--- src/rtl/axi_frame_reader.sv ---
// AXI4 read master fetching one 0x00RRGGBB frame into an AXI4-Stream video stream.
// Single outstanding burst, gated by pixel FIFO space.
module axi_frame_reader #(
  parameter logic [31:0] C_M_AXI_TARGET_SLAVE_BASE_ADDR = 32'h40000000,
  parameter int FRAME_WIDTH  = 1920,
  parameter int FRAME_HEIGHT = 1080,
  parameter int BURST_LEN    = 16,
  parameter int FIFO_DEPTH   = 64
) (
  input  logic        m_axi_aclk,
  input  logic        m_axi_aresetn,
  output logic [31:0] m_axi_araddr,
  output logic [7:0]  m_axi_arlen,
  output logic [2:0]  m_axi_arsize,
  output logic [1:0]  m_axi_arburst,
  output logic        m_axi_arlock,
  output logic [3:0]  m_axi_arcache,
  output logic [2:0]  m_axi_arprot,
  output logic [3:0]  m_axi_arqos,
  output logic        m_axi_arvalid,
  input  logic        m_axi_arready,
  input  logic [31:0] m_axi_rdata,
  input  logic [1:0]  m_axi_rresp,
  input  logic        m_axi_rlast,
  input  logic        m_axi_rvalid,
  output logic        m_axi_rready,
  output logic [23:0] m_axis_tdata,
  output logic        m_axis_tvalid,
  input  logic        m_axis_tready,
  output logic        m_axis_tuser,
  output logic        m_axis_tlast,
  input  logic        frame_start,
  output logic        frame_busy,
  output logic        frame_done,
  output logic        frame_error
);

  localparam int NBURST = FRAME_WIDTH * FRAME_HEIGHT / BURST_LEN;
  localparam int AW = $clog2(FIFO_DEPTH);
  localparam logic [AW:0] SPACE_MAX = (AW+1)'(FIFO_DEPTH - BURST_LEN);

  typedef enum logic [1:0] {
    S_IDLE,
    S_FETCH,
    S_DRAIN
  } state_t;

  state_t r_state, w_state_nxt;

  logic        r_start_d;
  logic        r_arvalid;
  logic [31:0] r_araddr;
  logic [31:0] r_burst_idx;
  logic        r_out;
  logic [7:0]  r_beat;
  logic [15:0] r_x, r_y;
  logic        r_done, r_err;

  logic [23:0] r_mem [FIFO_DEPTH];
  logic [AW-1:0] r_wptr, r_rptr;
  logic [AW:0]   r_count;

  logic w_start, w_ar_hs, w_r_hs, w_s_hs, w_tvalid;
  logic w_last_px, w_frame_end, w_last_burst, w_ar_go;
  logic w_beat_last, w_unused;

  assign w_start      = frame_start & ~r_start_d;
  assign w_ar_hs      = r_arvalid & m_axi_arready;
  assign w_r_hs       = m_axi_rvalid & r_out;
  assign w_tvalid     = (r_count != '0);
  assign w_s_hs       = w_tvalid & m_axis_tready;
  assign w_beat_last  = (r_beat == 8'(BURST_LEN - 1));
  assign w_last_burst = (r_burst_idx == 32'(NBURST - 1));
  assign w_last_px    = (r_x == 16'(FRAME_WIDTH - 1)) &&
                        (r_y == 16'(FRAME_HEIGHT - 1));
  assign w_frame_end  = w_s_hs & w_last_px & (r_state != S_IDLE);
  assign w_ar_go      = (r_state == S_FETCH) & ~r_out & ~r_arvalid &
                        (r_count <= SPACE_MAX);
  assign w_unused     = ^m_axi_rdata[31:24];

  always_comb begin
    w_state_nxt = r_state;
    unique case (r_state)
      S_IDLE:  if (w_start) w_state_nxt = S_FETCH;
      S_FETCH: if (w_ar_hs && w_last_burst) w_state_nxt = S_DRAIN;
      S_DRAIN: if (w_frame_end) w_state_nxt = S_IDLE;
      default: w_state_nxt = S_IDLE;
    endcase
  end

  always_ff @(posedge m_axi_aclk or negedge m_axi_aresetn) begin
    if (!m_axi_aresetn) begin
      r_state   <= S_IDLE;
      r_start_d <= 1'b0;
    end else begin
      r_state   <= w_state_nxt;
      r_start_d <= frame_start;
    end
  end

  always_ff @(posedge m_axi_aclk or negedge m_axi_aresetn) begin
    if (!m_axi_aresetn) begin
      r_arvalid   <= 1'b0;
      r_araddr    <= '0;
      r_burst_idx <= '0;
      r_out       <= 1'b0;
      r_beat      <= '0;
      r_x         <= '0;
      r_y         <= '0;
      r_done      <= 1'b0;
      r_err       <= 1'b0;
    end else begin
      r_done <= w_frame_end;
      if (r_state == S_IDLE && w_start) begin
        r_err       <= 1'b0;
        r_burst_idx <= '0;
        r_x         <= '0;
        r_y         <= '0;
      end
      if (w_ar_go) begin
        r_arvalid <= 1'b1;
        r_araddr  <= C_M_AXI_TARGET_SLAVE_BASE_ADDR +
                     r_burst_idx * 32'(BURST_LEN * 4);
      end else if (w_ar_hs) begin
        r_arvalid   <= 1'b0;
        r_out       <= 1'b1;
        r_beat      <= '0;
        r_burst_idx <= r_burst_idx + 32'd1;
      end
      // the beat counter, not rlast, closes the burst
      if (w_r_hs) begin
        if (m_axi_rresp != 2'b00 || m_axi_rlast != w_beat_last)
          r_err <= 1'b1;
        if (w_beat_last) begin
          r_out  <= 1'b0;
          r_beat <= '0;
        end else begin
          r_beat <= r_beat + 8'd1;
        end
      end
      if (w_s_hs) begin
        if (r_x == 16'(FRAME_WIDTH - 1)) begin
          r_x <= '0;
          r_y <= (r_y == 16'(FRAME_HEIGHT - 1)) ? '0 : r_y + 16'd1;
        end else begin
          r_x <= r_x + 16'd1;
        end
      end
    end
  end

  always_ff @(posedge m_axi_aclk or negedge m_axi_aresetn) begin
    if (!m_axi_aresetn) begin
      r_wptr  <= '0;
      r_rptr  <= '0;
      r_count <= '0;
    end else begin
      if (w_r_hs) r_wptr <= r_wptr + 1'b1;
      if (w_s_hs) r_rptr <= r_rptr + 1'b1;
      if (w_r_hs && !w_s_hs)
        r_count <= r_count + 1'b1;
      else if (!w_r_hs && w_s_hs)
        r_count <= r_count - 1'b1;
    end
  end

  always_ff @(posedge m_axi_aclk) begin
    if (w_r_hs) r_mem[r_wptr] <= m_axi_rdata[23:0];
  end

  assign m_axi_araddr  = r_araddr;
  assign m_axi_arlen   = 8'(BURST_LEN - 1);
  assign m_axi_arsize  = 3'h2;
  assign m_axi_arburst = 2'h1;
  assign m_axi_arlock  = 1'b0;
  assign m_axi_arcache = 4'h2;
  assign m_axi_arprot  = 3'h0;
  assign m_axi_arqos   = 4'h0;
  assign m_axi_arvalid = r_arvalid;
  assign m_axi_rready  = r_out;

  assign m_axis_tvalid = w_tvalid;
  assign m_axis_tdata  = w_tvalid ? r_mem[r_rptr] : '0;
  assign m_axis_tuser  = w_tvalid & (r_x == '0) & (r_y == '0);
  assign m_axis_tlast  = w_tvalid & (r_x == 16'(FRAME_WIDTH - 1));

  assign frame_busy  = (r_state != S_IDLE);
  assign frame_done  = r_done;
  assign frame_error = r_err;

endmodule

--- config.mk ---
export PLATFORM = sky130hd
export DESIGN_NAME = axi_frame_reader
export DESIGN_NICKNAME = d
export VERILOG_FILES = /design/src/rtl/axi_frame_reader.sv
export SDC_FILE = /design/constraint.sdc
export NUM_CORES = 2
export LEC_CHECK = 0
export ABC_AREA = 1
export CAP_MARGIN = 20
export CORE_ASPECT_RATIO = 1.1
export CORE_MARGIN = 2
export CORE_UTILIZATION = 60
export CTS_CLUSTER_SIZE = 16
export DETAILED_ROUTE_END_ITERATION = 6
export PLACE_DENSITY_LB_ADDON = 0.3
export REMOVE_ABC_BUFFERS = 1
export SYNTH_ARGS = -nofsm -noshare
export SYNTH_HDL_FRONTEND = slang
export SYNTH_SLANG_ARGS = --single-unit
--- constraint.sdc ---
create_clock -name m_axi_aclk -period 5.42 [get_ports m_axi_aclk]
set_input_delay 1.084 -clock m_axi_aclk [delete_from_list [all_inputs] [get_ports m_axi_aclk]]
set_output_delay 1.084 -clock m_axi_aclk [all_outputs]
set_load 0.05 [all_outputs]
==> impl_metrics.csv <==
group,metric,value,unit
timing,worstMarginPinSlew,1.02,ns
worst_setup_path,critPathKind,"reg -> out",
timing,layout_min_cycle_time,5.27,ns
route,drt-vias-per-instance,5.78,
route,met1_length,69.7,mm
floorplanning,die_h,365,um
synthesis,synth_seq_area_share,0.694,
timing,report.final.slew_viol_count,0,
timing,fin_setup_tns,0,ns
layout,finalInstanceArea,0.0789,sq mm
worst_setup_path,cp_data_arrival_time,4.19,ns
worst_setup_path,crit_path_max_fanout,112,
timing,fin_skew,0.0229,ns
route,wl_met3,17.6,mm
synthesis,syn_area,0.0710,sq mm
layout,fin_nets,6844,
synthesis,synthFlopType,"edfxtp_1",
worst_setup_path,ff2ff_setup_slack,2.07,ns
synthesis,netlist_instances,6709,
timing,setup_viol,0,
layout,drive_gt1_frac,0.0753,
layout,mostFrequentLayoutCell,"nand2_1",
worst_setup_path,critPathLaunchType,"flop",
global_routing,grt_max_degree,185,
synthesis,synth-warning-count,0,
timing,grt_setup_unrepaired,"false",
route,vias,48900,
worst_setup_path,cp_common_cell,"nand2_1",
clock_tree,clockRootBuffer,"clkbuf_16",
worst_setup_path,cp_slowest_stage_delay,0.65,ns
route,drtIter0Drc,6230,
route,highest_layer,"met4",
floorplanning,die_w,332,um
synthesis,synth_edf_count,1536,
place,port_buffers,90,
layout,area_delta_synth_final,11.1,%
global_routing,grt_pass1_wl,273,mm
clock_tree,cts_buffer_depth,3,
worst_setup_path,worst_path_max_delay_cell,"dfrtp_4",
place,dpl.hpwl,98.0,mm
layout,fill_cells,8389,
run,max_cap_violations,0,
power,p_leak,0.0311,uW
clock_tree,cts.clk_slew.worst_paths,0.06,ns
timing,fmax,190,MHz
timing,maxSlewHeadroom,0.319,
power,power.density,514,mW/mm^2
route,route.met2.wl,88.4,mm
place,placed_cell_area,0.0738,sq mm
clock_tree,clock_latency,0.81,ns
floorplanning,coreArea,0.118,sq mm
clock_tree,cts_max_level,4,
route,route.detailed.drc,0,
worst_setup_path,crit_chain,"clkinv_8 > buf_4 > nand2_1 > nand3_1 > nand2_1 > nand2_1 > nand2_1 > nor2_1 > nand2_1 > nand3_1 > a21oi_1 > buf_12",
global_routing,grt.total_usage,0.302,
global_routing,grt_remaining_overflow,0,
global_routing,grt_antenna_before_repair,4,
power,peakVddDrop,731,uV
synthesis,synth.avg_cell_area,10.6,sq um
route,totalWireLength,184,mm
timing,period_share,0.973,
synthesis,synth-async-reset-ratio,0.0747,
clock_tree,cts_sinks,1660,
clock_tree,cts_buffers,162,
place,gp_congestion,0.901,
synthesis,ys_types,44,
floorplanning,start_util,0.603,
outcome,status,"finished, final reports clean",
clock_tree,tritoncts,"done",
worst_hold_path,hold_path.class,"in -> async",
route,drt_first_pass_iters,6,
layout,layout_common_cells,"nand2_1 (1,966), edfxtp_1 (1,536), nand3_1 (890)",
floorplanning,rows,132,
global_routing,grt_pass1_vias,46200,
floorplanning,die_area,0.121,sq mm
worst_setup_path,end_kind,"output pin",
clock_tree,ctsHoldBuffers,0,
route,wl_per_cell,21.8,um
synthesis,synth_seq_cells,1660,
timing,hold_viol_final,0,
worst_setup_path,cp.required,4.34,ns
floorplanning,io_pins,130,
route,ant_nets,0,
==> routing by layer <==
layer,vias to the layer above,track usage
met4,0,0.152
met5,-,0
met3,465,0.0475
li1,22400,-
met1,23300,0.397
met2,2631,0.494
==> cells in the mapped netlist, types with 17 or more instances <==
library cell | count | area, sq um
nor2_1 | 574 | 2150
dfrtp_1 | 124 | 3100
nand3_1 | 890 | 4450
clkbuf_1 | 95 | 357
edfxtp_1 | 1536 | 46100
nor3_1 | 29 | 145
nand2_1 | 1967 | 7380
xor2_1 | 31 | 272
a21oi_1 | 109 | 546
and3_1 | 24 | 150
buf_4 | 78 | 586
ha_1 | 17 | 213
o21ai_0 | 273 | 1370
buf_2 | 166 | 831
inv_1 | 670 | 2510
buf_1 | 30 | 113
nand4_1 | 22 | 138
==> logic make-up (layout without fill, tap and decap cells) <==
family,after synthesis,after routing,synth area share
and+or+nand+nor,3526,3526,0.205
DFF,1660,1660,0.694
buffers and inverters,1052,1222,0.0629
AOI/OAI and AO/OA,410,410,0.0295
xor gates and xnor gates,39,39,0.00481
adders and majority gates,18,18,0.00328
other,2,33,0.000106
muxes,2,2,0.000317
==> power by group <==
group	internal (uW)	switching (uW)
clock network	6070	4740
registers	14500	302
logic	4370	10600
total	24900	15600
==> stage by stage <==
| stage | setup WS, ns | instances | total power, uW | hold slack (ns) | utilization |
|---|---|---|---|---|---|
| floorplan | -31.97 | 6367 | 22400 | 0.462 | - |
| finish | 0.148 | 8451 | 40500 | 0.367 | 0.671 |
| CTS | 0.184 | 8449 | 40400 | 0.352 | 0.671 |
| global route | 0.0345 | 8449 | 42200 | 0.421 | 0.671 |
| global placement | 1.07 | 8162 | 29400 | 0.464 | 0.628 |
| detailed placement | 1.05 | 8162 | 29700 | 0.473 | 0.628 |
==> flip-flops by register name, indices dropped and copies added, names as in the netlist <==
signal and flops:
frame_done 1, frame_error 1, m_axi_araddr 26, m_axi_arvalid 1
m_axi_rready 1, r_beat 8, r_burst_idx 32, r_count 7
r_mem 1536, r_rptr 6, r_start_d 1, r_state 2
r_wptr 6, r_x 16, r_y 16
==> final cells by class <==
type,count,area (sq um),share of cell area
Antenna cell,2,5.00,0.0000635
Tap cell,1541,1930,0.0244
Clock inverter,85,709,0.00900
Clock buffer,202,4310,0.0546
Timing Repair Buffer,254,2550,0.0323
Multi-Input combinational cell,4026,17500,0.222
Inverter,681,2580,0.0328
Sequential cell,1660,49200,0.624
==> critical path, delay by kind of cell, from the launching register on <==
family,cells,cell delay (ns)
AOI/OAI and AO/OA,1,0.51
DFF,1,0.65
and+or+nand+nor,8,0.89
buffers and inverters,3,1.21
==> repair_timing <==
| action | CTS | global route |
|---|---|---|
| setup buffers | 0 | 0 |
| setup endpoints to repair | 0 | 1 |
| resized for setup | 0 | 1 |
| endpoints found under the hold margin | 0 | 0 |
==> final timing paths <==
| check | cells after the start | startpoint | endpoint |
|---|---|---|---|
| hold / removal | 1 | m_axi_aresetn | m_axi_araddr[23] |
| setup reg to reg | 16 | r_count[5] | r_count[6] |
| hold reg to reg | 2 | m_axi_araddr[8] | m_axi_araddr[8] |
| setup / recovery | 12 | r_rptr[0] | m_axis_tdata[4] |
| max in group asynchronous | 2 | m_axi_aresetn | r_rptr[0] |
| min in group m_axi_aclk | 2 | m_axi_araddr[8] | m_axi_araddr[8] |
No activity file was read; power rests on OpenSTA's default activity.
